`src/rtl/beta_pkg.sv`:
```
// Shared constants and types for the BETA register file.
package beta_pkg;
    localparam int DATA_W   = 32;
    localparam int ADDR_W   = 5;
    localparam int NUM_REGS = 2 ** ADDR_W;

    typedef logic [ADDR_W-1:0] reg_addr_t;
    typedef logic [DATA_W-1:0] word_t;

    localparam reg_addr_t XP_ADDR   = reg_addr_t'(30);
    localparam reg_addr_t ZERO_ADDR = reg_addr_t'(31);
endpackage

```
`src/rtl/beta_regfile_rdport.sv`:
```
// One combinational read port: R31 reads as zero.
// When REGFILE_BYPASS_EN is defined, a same-cycle write to the addressed register is forwarded.
module beta_regfile_rdport
    import beta_pkg::*;
(
    input  logic [NUM_REGS-1:0][DATA_W-1:0] regs,
    input  reg_addr_t                       addr,
`ifdef REGFILE_BYPASS_EN
    input  logic                            byp_en,
    input  reg_addr_t                       wa,
    input  word_t                           wdata,
`endif
    output word_t                           rdata
);

    always_comb begin
        rdata = (addr == ZERO_ADDR) ? '0 : regs[addr];
`ifdef REGFILE_BYPASS_EN
        // byp_en already excludes R31 and reset, so forwarding cannot leak into R31
        if (byp_en && (addr == wa)) rdata = wdata;
`endif
    end

endmodule

```
`src/rtl/beta_regfile.sv`:
```
// BETA 32x32 register file: two combinational read ports, one synchronous write port.
// Optional write-through bypass is built when REGFILE_BYPASS_EN is defined.
module beta_regfile
    import beta_pkg::*;
(
    input  logic              CLK,
    input  logic              RST_N,
    input  logic              RA2SEL,
    input  logic              WASEL,
    input  logic              WERF,
    input  logic [ADDR_W-1:0] RA,
    input  logic [ADDR_W-1:0] RB,
    input  logic [ADDR_W-1:0] RC,
    input  logic [DATA_W-1:0] WDATA,
    output logic [DATA_W-1:0] RADATA,
    output logic [DATA_W-1:0] RBDATA
);

    localparam int NUM_STORED = NUM_REGS - 1;

    logic [NUM_STORED-1:0][DATA_W-1:0] regs_q, regs_d;
    logic [NUM_REGS-1:0][DATA_W-1:0]   rd_view;
    reg_addr_t                         rb_addr;
    reg_addr_t                         wa;

    assign rb_addr = RA2SEL ? RC : RB;
    assign wa      = WASEL ? XP_ADDR : RC;

    // R31 has no storage; it is padded in as a constant zero for the read muxes
    assign rd_view = {word_t'('0), regs_q};

    always_comb begin
        regs_d = regs_q;
        for (int i = 0; i < NUM_STORED; i++) begin
            if (WERF && (wa == reg_addr_t'(i))) regs_d[i] = WDATA;
        end
    end

    always_ff @(posedge CLK or negedge RST_N) begin
        if (!RST_N) regs_q <= '0;
        else        regs_q <= regs_d;
    end

`ifdef REGFILE_BYPASS_EN
    logic byp_en;
    assign byp_en = RST_N && WERF && (wa != ZERO_ADDR);
`endif

    beta_regfile_rdport u_rd_a (
        .regs  (rd_view),
        .addr  (RA),
`ifdef REGFILE_BYPASS_EN
        .byp_en(byp_en),
        .wa    (wa),
        .wdata (WDATA),
`endif
        .rdata (RADATA)
    );

    beta_regfile_rdport u_rd_b (
        .regs  (rd_view),
        .addr  (rb_addr),
`ifdef REGFILE_BYPASS_EN
        .byp_en(byp_en),
        .wa    (wa),
        .wdata (WDATA),
`endif
        .rdata (RBDATA)
    );

endmodule

```
`config.mk`:
```
export PLATFORM = sky130hd
export DESIGN_NAME = beta_regfile
export DESIGN_NICKNAME = d
export VERILOG_FILES = /design/src/rtl/beta_pkg.sv /design/src/rtl/beta_regfile_rdport.sv /design/src/rtl/beta_regfile.sv
export SDC_FILE = /design/constraint.sdc
export NUM_CORES = 2
export LEC_CHECK = 0
export BUFFER_PORTS_ARGS = -buffer_cell sky130_fd_sc_hd__buf_2
export CELL_PAD_IN_SITES_DETAIL_PLACEMENT = 2
export CELL_PAD_IN_SITES_GLOBAL_PLACEMENT = 2
export CORE_AREA = 2 2 346 348
export CTS_BUF_LIST = sky130_fd_sc_hd__clkbuf_8
export DETAILED_ROUTE_END_ITERATION = 8
export DIE_AREA = 0 0 348 350
export PLACE_DENSITY_LB_ADDON = 0.1
export RECOVER_POWER = 25
export SYNTH_ARGS = -nofsm -noshare
export SYNTH_HDL_FRONTEND = slang
export SYNTH_SLANG_ARGS = --single-unit
export TNS_END_PERCENT = 100
```
`constraint.sdc`:
```
create_clock -name CLK -period 3 [get_ports CLK]
set_input_delay 0.3 -clock CLK [delete_from_list [all_inputs] [get_ports CLK]]
set_output_delay 0.3 -clock CLK [all_outputs]
set_load 0.03 [all_outputs]
```
==> flow_summary.toml <==
[status]
outcome = "complete, but fails checks"
violations = "capacitance limit, slew limit, setup timing"

[global_routing]
overflow = 0
antenna_found_initial = 20
grt_max_degree = 96
grt_pass1_vias = 50560
grt_pass1_wl_mm = 374.4
grtUsageTotal_pct = 42.46

[worst_setup_path]
cp_top_family = "buffers and inverters"
cp.arrival_ns = 3.05
critPathKind = "primary input to output port"
cp_cell_sequence = "buf_6, buf_6, mux2i_4, buf_4, buf_4, buf_12, buf_4, mux2i_1, o22ai_1, o22ai_2, buf_6"
r2r_slack_ns = 1.87
reg2reg_depth = 4
critPathBufInv = 7
rr_startpoint = "rd_view[127]"
critPathSlowestCell = "mux2i_1"
critPathMaxFanout = 20
end_kind = "output port"
slowest_delay_ns = 0.59
crit_required_ns = 2.70
reg2reg_to = "rd_view[127]"
start_kind = "primary input"

[yosys]
syn-num-nets = 4409
synth.avg_cell_area_sq_um = 12.67
yosysWarningCount = 0
netlist_area_sq_um = 55210
async_reset_ff_share_pct = 100.0
yosysTopAreaCellShare_pct = 44.96
post-synth-top-area-cell = "dfrtp_1"
synth_edf_count = 0
yosysUniqueCellTypes = 57
ys_seq_area_share_pct = 44.96
ys_ff_latch = 992
synthFlopType = "dfrtp_1"
synth_cells = 4357
synth.area.top_cells = "dfrtp_1 (45%), mux2_2 (21%), mux4_2 (12%)"

[cells_and_area]
regArea_sq_um = 24830
multi_input_area_sq_um = 29690
largest_reg_flops = 992
final_util_pct = 57.00
area_growth_pct = 21.58
nFillCells = 10580
final_cells = 6472
nets = 4834
post_route_cells_drive_above_1_share_pct = 48.98

[floorplanning]
die_y_um = 350
initial_core_util_pct = 46.88
core-area_sq_um = 117800
die_w_um = 348
dieArea_sq_um = 121800
num_rows = 126
io_pins = 116

[placed_design]
io_buffers = 115
gp_congestion = 0.8510
hpwlAfterDp_mm = 139.9
dp.cells = 5861

[timing]
tightest_slew_ns = 1.682
hold_ws_ns = 0.2812
max_freq_mhz = 298.5
slew_viol_final = 269
timing.slew.headroom_pct = -12.13
fin_ws_ns = -0.3506
setup_tns_ns = -9.111
rsz0062_at_grt = "yes"
finalCritPeriodShare_pct = 111.7
setup_viol = 57
fin_skew_ns = 0
hold_viol = 0
period_minus_slack_ns = 3.351

[routing]
postRouteAntennaNets = 0
avgViaCountPerCell = 7.449
drt-initial-drc-count = 5723
drc = 0
vias = 48210
totalWireLength_mm = 290.5
wl_per_cell_um = 44.89
first_pass_iters = 6

[power_and_ir_drop]
power.density_nw_per_um2 = 618.5
p_leak_nw = 30.70
total_power_mw = 41.52
ir_drop_v = 0.0004843

[clock_tree]
clkTransAtPathRegs_ns = 0.07
numCtsBuffers = 182
cts.sinks = 992
cts.path.max_buffers = 3
tritoncts = "done"
htreeDepth = 4
cts_root_buffer = "clkbuf_8"
clk_latency_ns = 0.94

[run]
drv_cap = 5

[hold_path]
min_from = "WASEL"
hold_path_class = "primary input to flop"
worstHoldEndpoint = "rd_view[576]"
hold_depth = 5
## cell usage in the layout, fill, tap and decap left out, types with 27 or more instances in the layout
cell	n
mux2_4	27
nor2_1	91
buf_12	101
inv_1	72
dlygate4sd3_1	33
buf_6	63
nand4_1	28
nand2_1	329
a21oi_1	35
mux4_2	286
nand2b_1	56
o211ai_1	97
o22ai_1	45
mux2_2	997
a211oi_1	47
o21ai_0	104
buf_2	49
dfrtp_1	989
a22oi_1	27
o221ai_1	29
clkbuf_8	236
mux2i_1	302
buf_4	429
## synthesized netlist by cell type, types with 11 or more instances
master	n
a211o_1	12
a211oi_1	63
a21o_1	22
a21oi_1	37
a221oi_1	20
a22oi_1	38
a31oi_1	24
a41o_1	15
and2_1	23
buf_1	93
buf_2	144
buf_4	13
clkbuf_1	208
dfrtp_1	992
inv_1	21
mux2_2	1026
mux2i_1	305
mux4_2	286
nand2_1	357
nand2b_1	58
nand3_1	23
nand4_1	28
nor2_1	103
nor3b_1	18
nor4_1	20
o2111ai_1	11
o211ai_1	97
o21ai_0	119
o221ai_1	32
o22ai_1	60
o2bb2ai_1	12
o32ai_1	12
## worst min-delay path, cell delays in order
cell and delay (ns):
buf_2 0.20, nor3_1 0.17, nand2_4 0.11, buf_12 0.20
mux2_2 0.20
## final cells by class
class	count	area share, %
clock buffer	236	4.839
clock inverter	88	0.8071
inverter	21	0.1174
antenna	14	0.05219
tap	1536	2.863
multi-input combinational	2883	44.22
timing repair buffer	702	10.11
sequential	992	36.99
## worst max-delay path by stage
stage | start | end | slack (ns) | cells after the start
4_1_cts | rd_view[708] | RADATA[4] | -0.20 | 4
6_report | RA2SEL | RBDATA[31] | -0.35 | 11
3_3_place_gp | RA2SEL | RBDATA[30] | -0.33 | 10
2_1_floorplan | RB[0] | RBDATA[28] | 0.27 | 8
5_1_grt | rd_view[722] | RBDATA[18] | -0.40 | 6
3_5_place_dp | RA2SEL | RBDATA[30] | -0.46 | 10
## metrics by stage
stage | area (sq um) | setup slack [ns]
after detailed placement | 59830 | -0.4630
final | 67130 | -0.3506
after floorplan | 55210 | 0.2661
after global routing | 67100 | -0.4049
after global placement | 59830 | -0.3290
after CTS | 65830 | -0.2045
## timing repair
item / in CTS / in global routing
hold endpoints to repair: 1647 / 0
pin swaps: 20 / 81
hold buffers: 34 / 0
endpoints found under the setup margin: 62 / 63
resized for setup: 162 / 177
cloned: 2 / 2
setup buffers: 155 / 87
## report_power, final
group / leakage (nW) / internal [mW] / switching, mW / total (mW)
Clock: 2.14 / 7.39 / 7.02 / 14.4
Sequential: 13.0 / 15.1 / 1.85 / 17.0
Combinational: 15.5 / 4.62 / 5.51 / 10.1
## cell families (layout without fill, tap and decap cells)
family	Yosys count	count (layout)	synth area share, %
flip-flops	992	992	44.96
AND/OR/NAND/NOR	653	653	5.314
other	0	14	0
multiplexers	1618	1618	38.14
AO/OA/AOI/OAI	612	612	7.850
buffers and inverters	482	1047	3.732
## layer usage
metal,up-vias,wire (um),global-route usage [%],part of all wire (%)
li1,17330,-,-,-
met4,14,25170,26.47,8.7
met2,3969,130700,67.02,45
met1,25260,102800,52.39,35
met3,1635,31710,10.79,11
met5,-,97,0,0.033
Power figures use the tool's default switching activity.
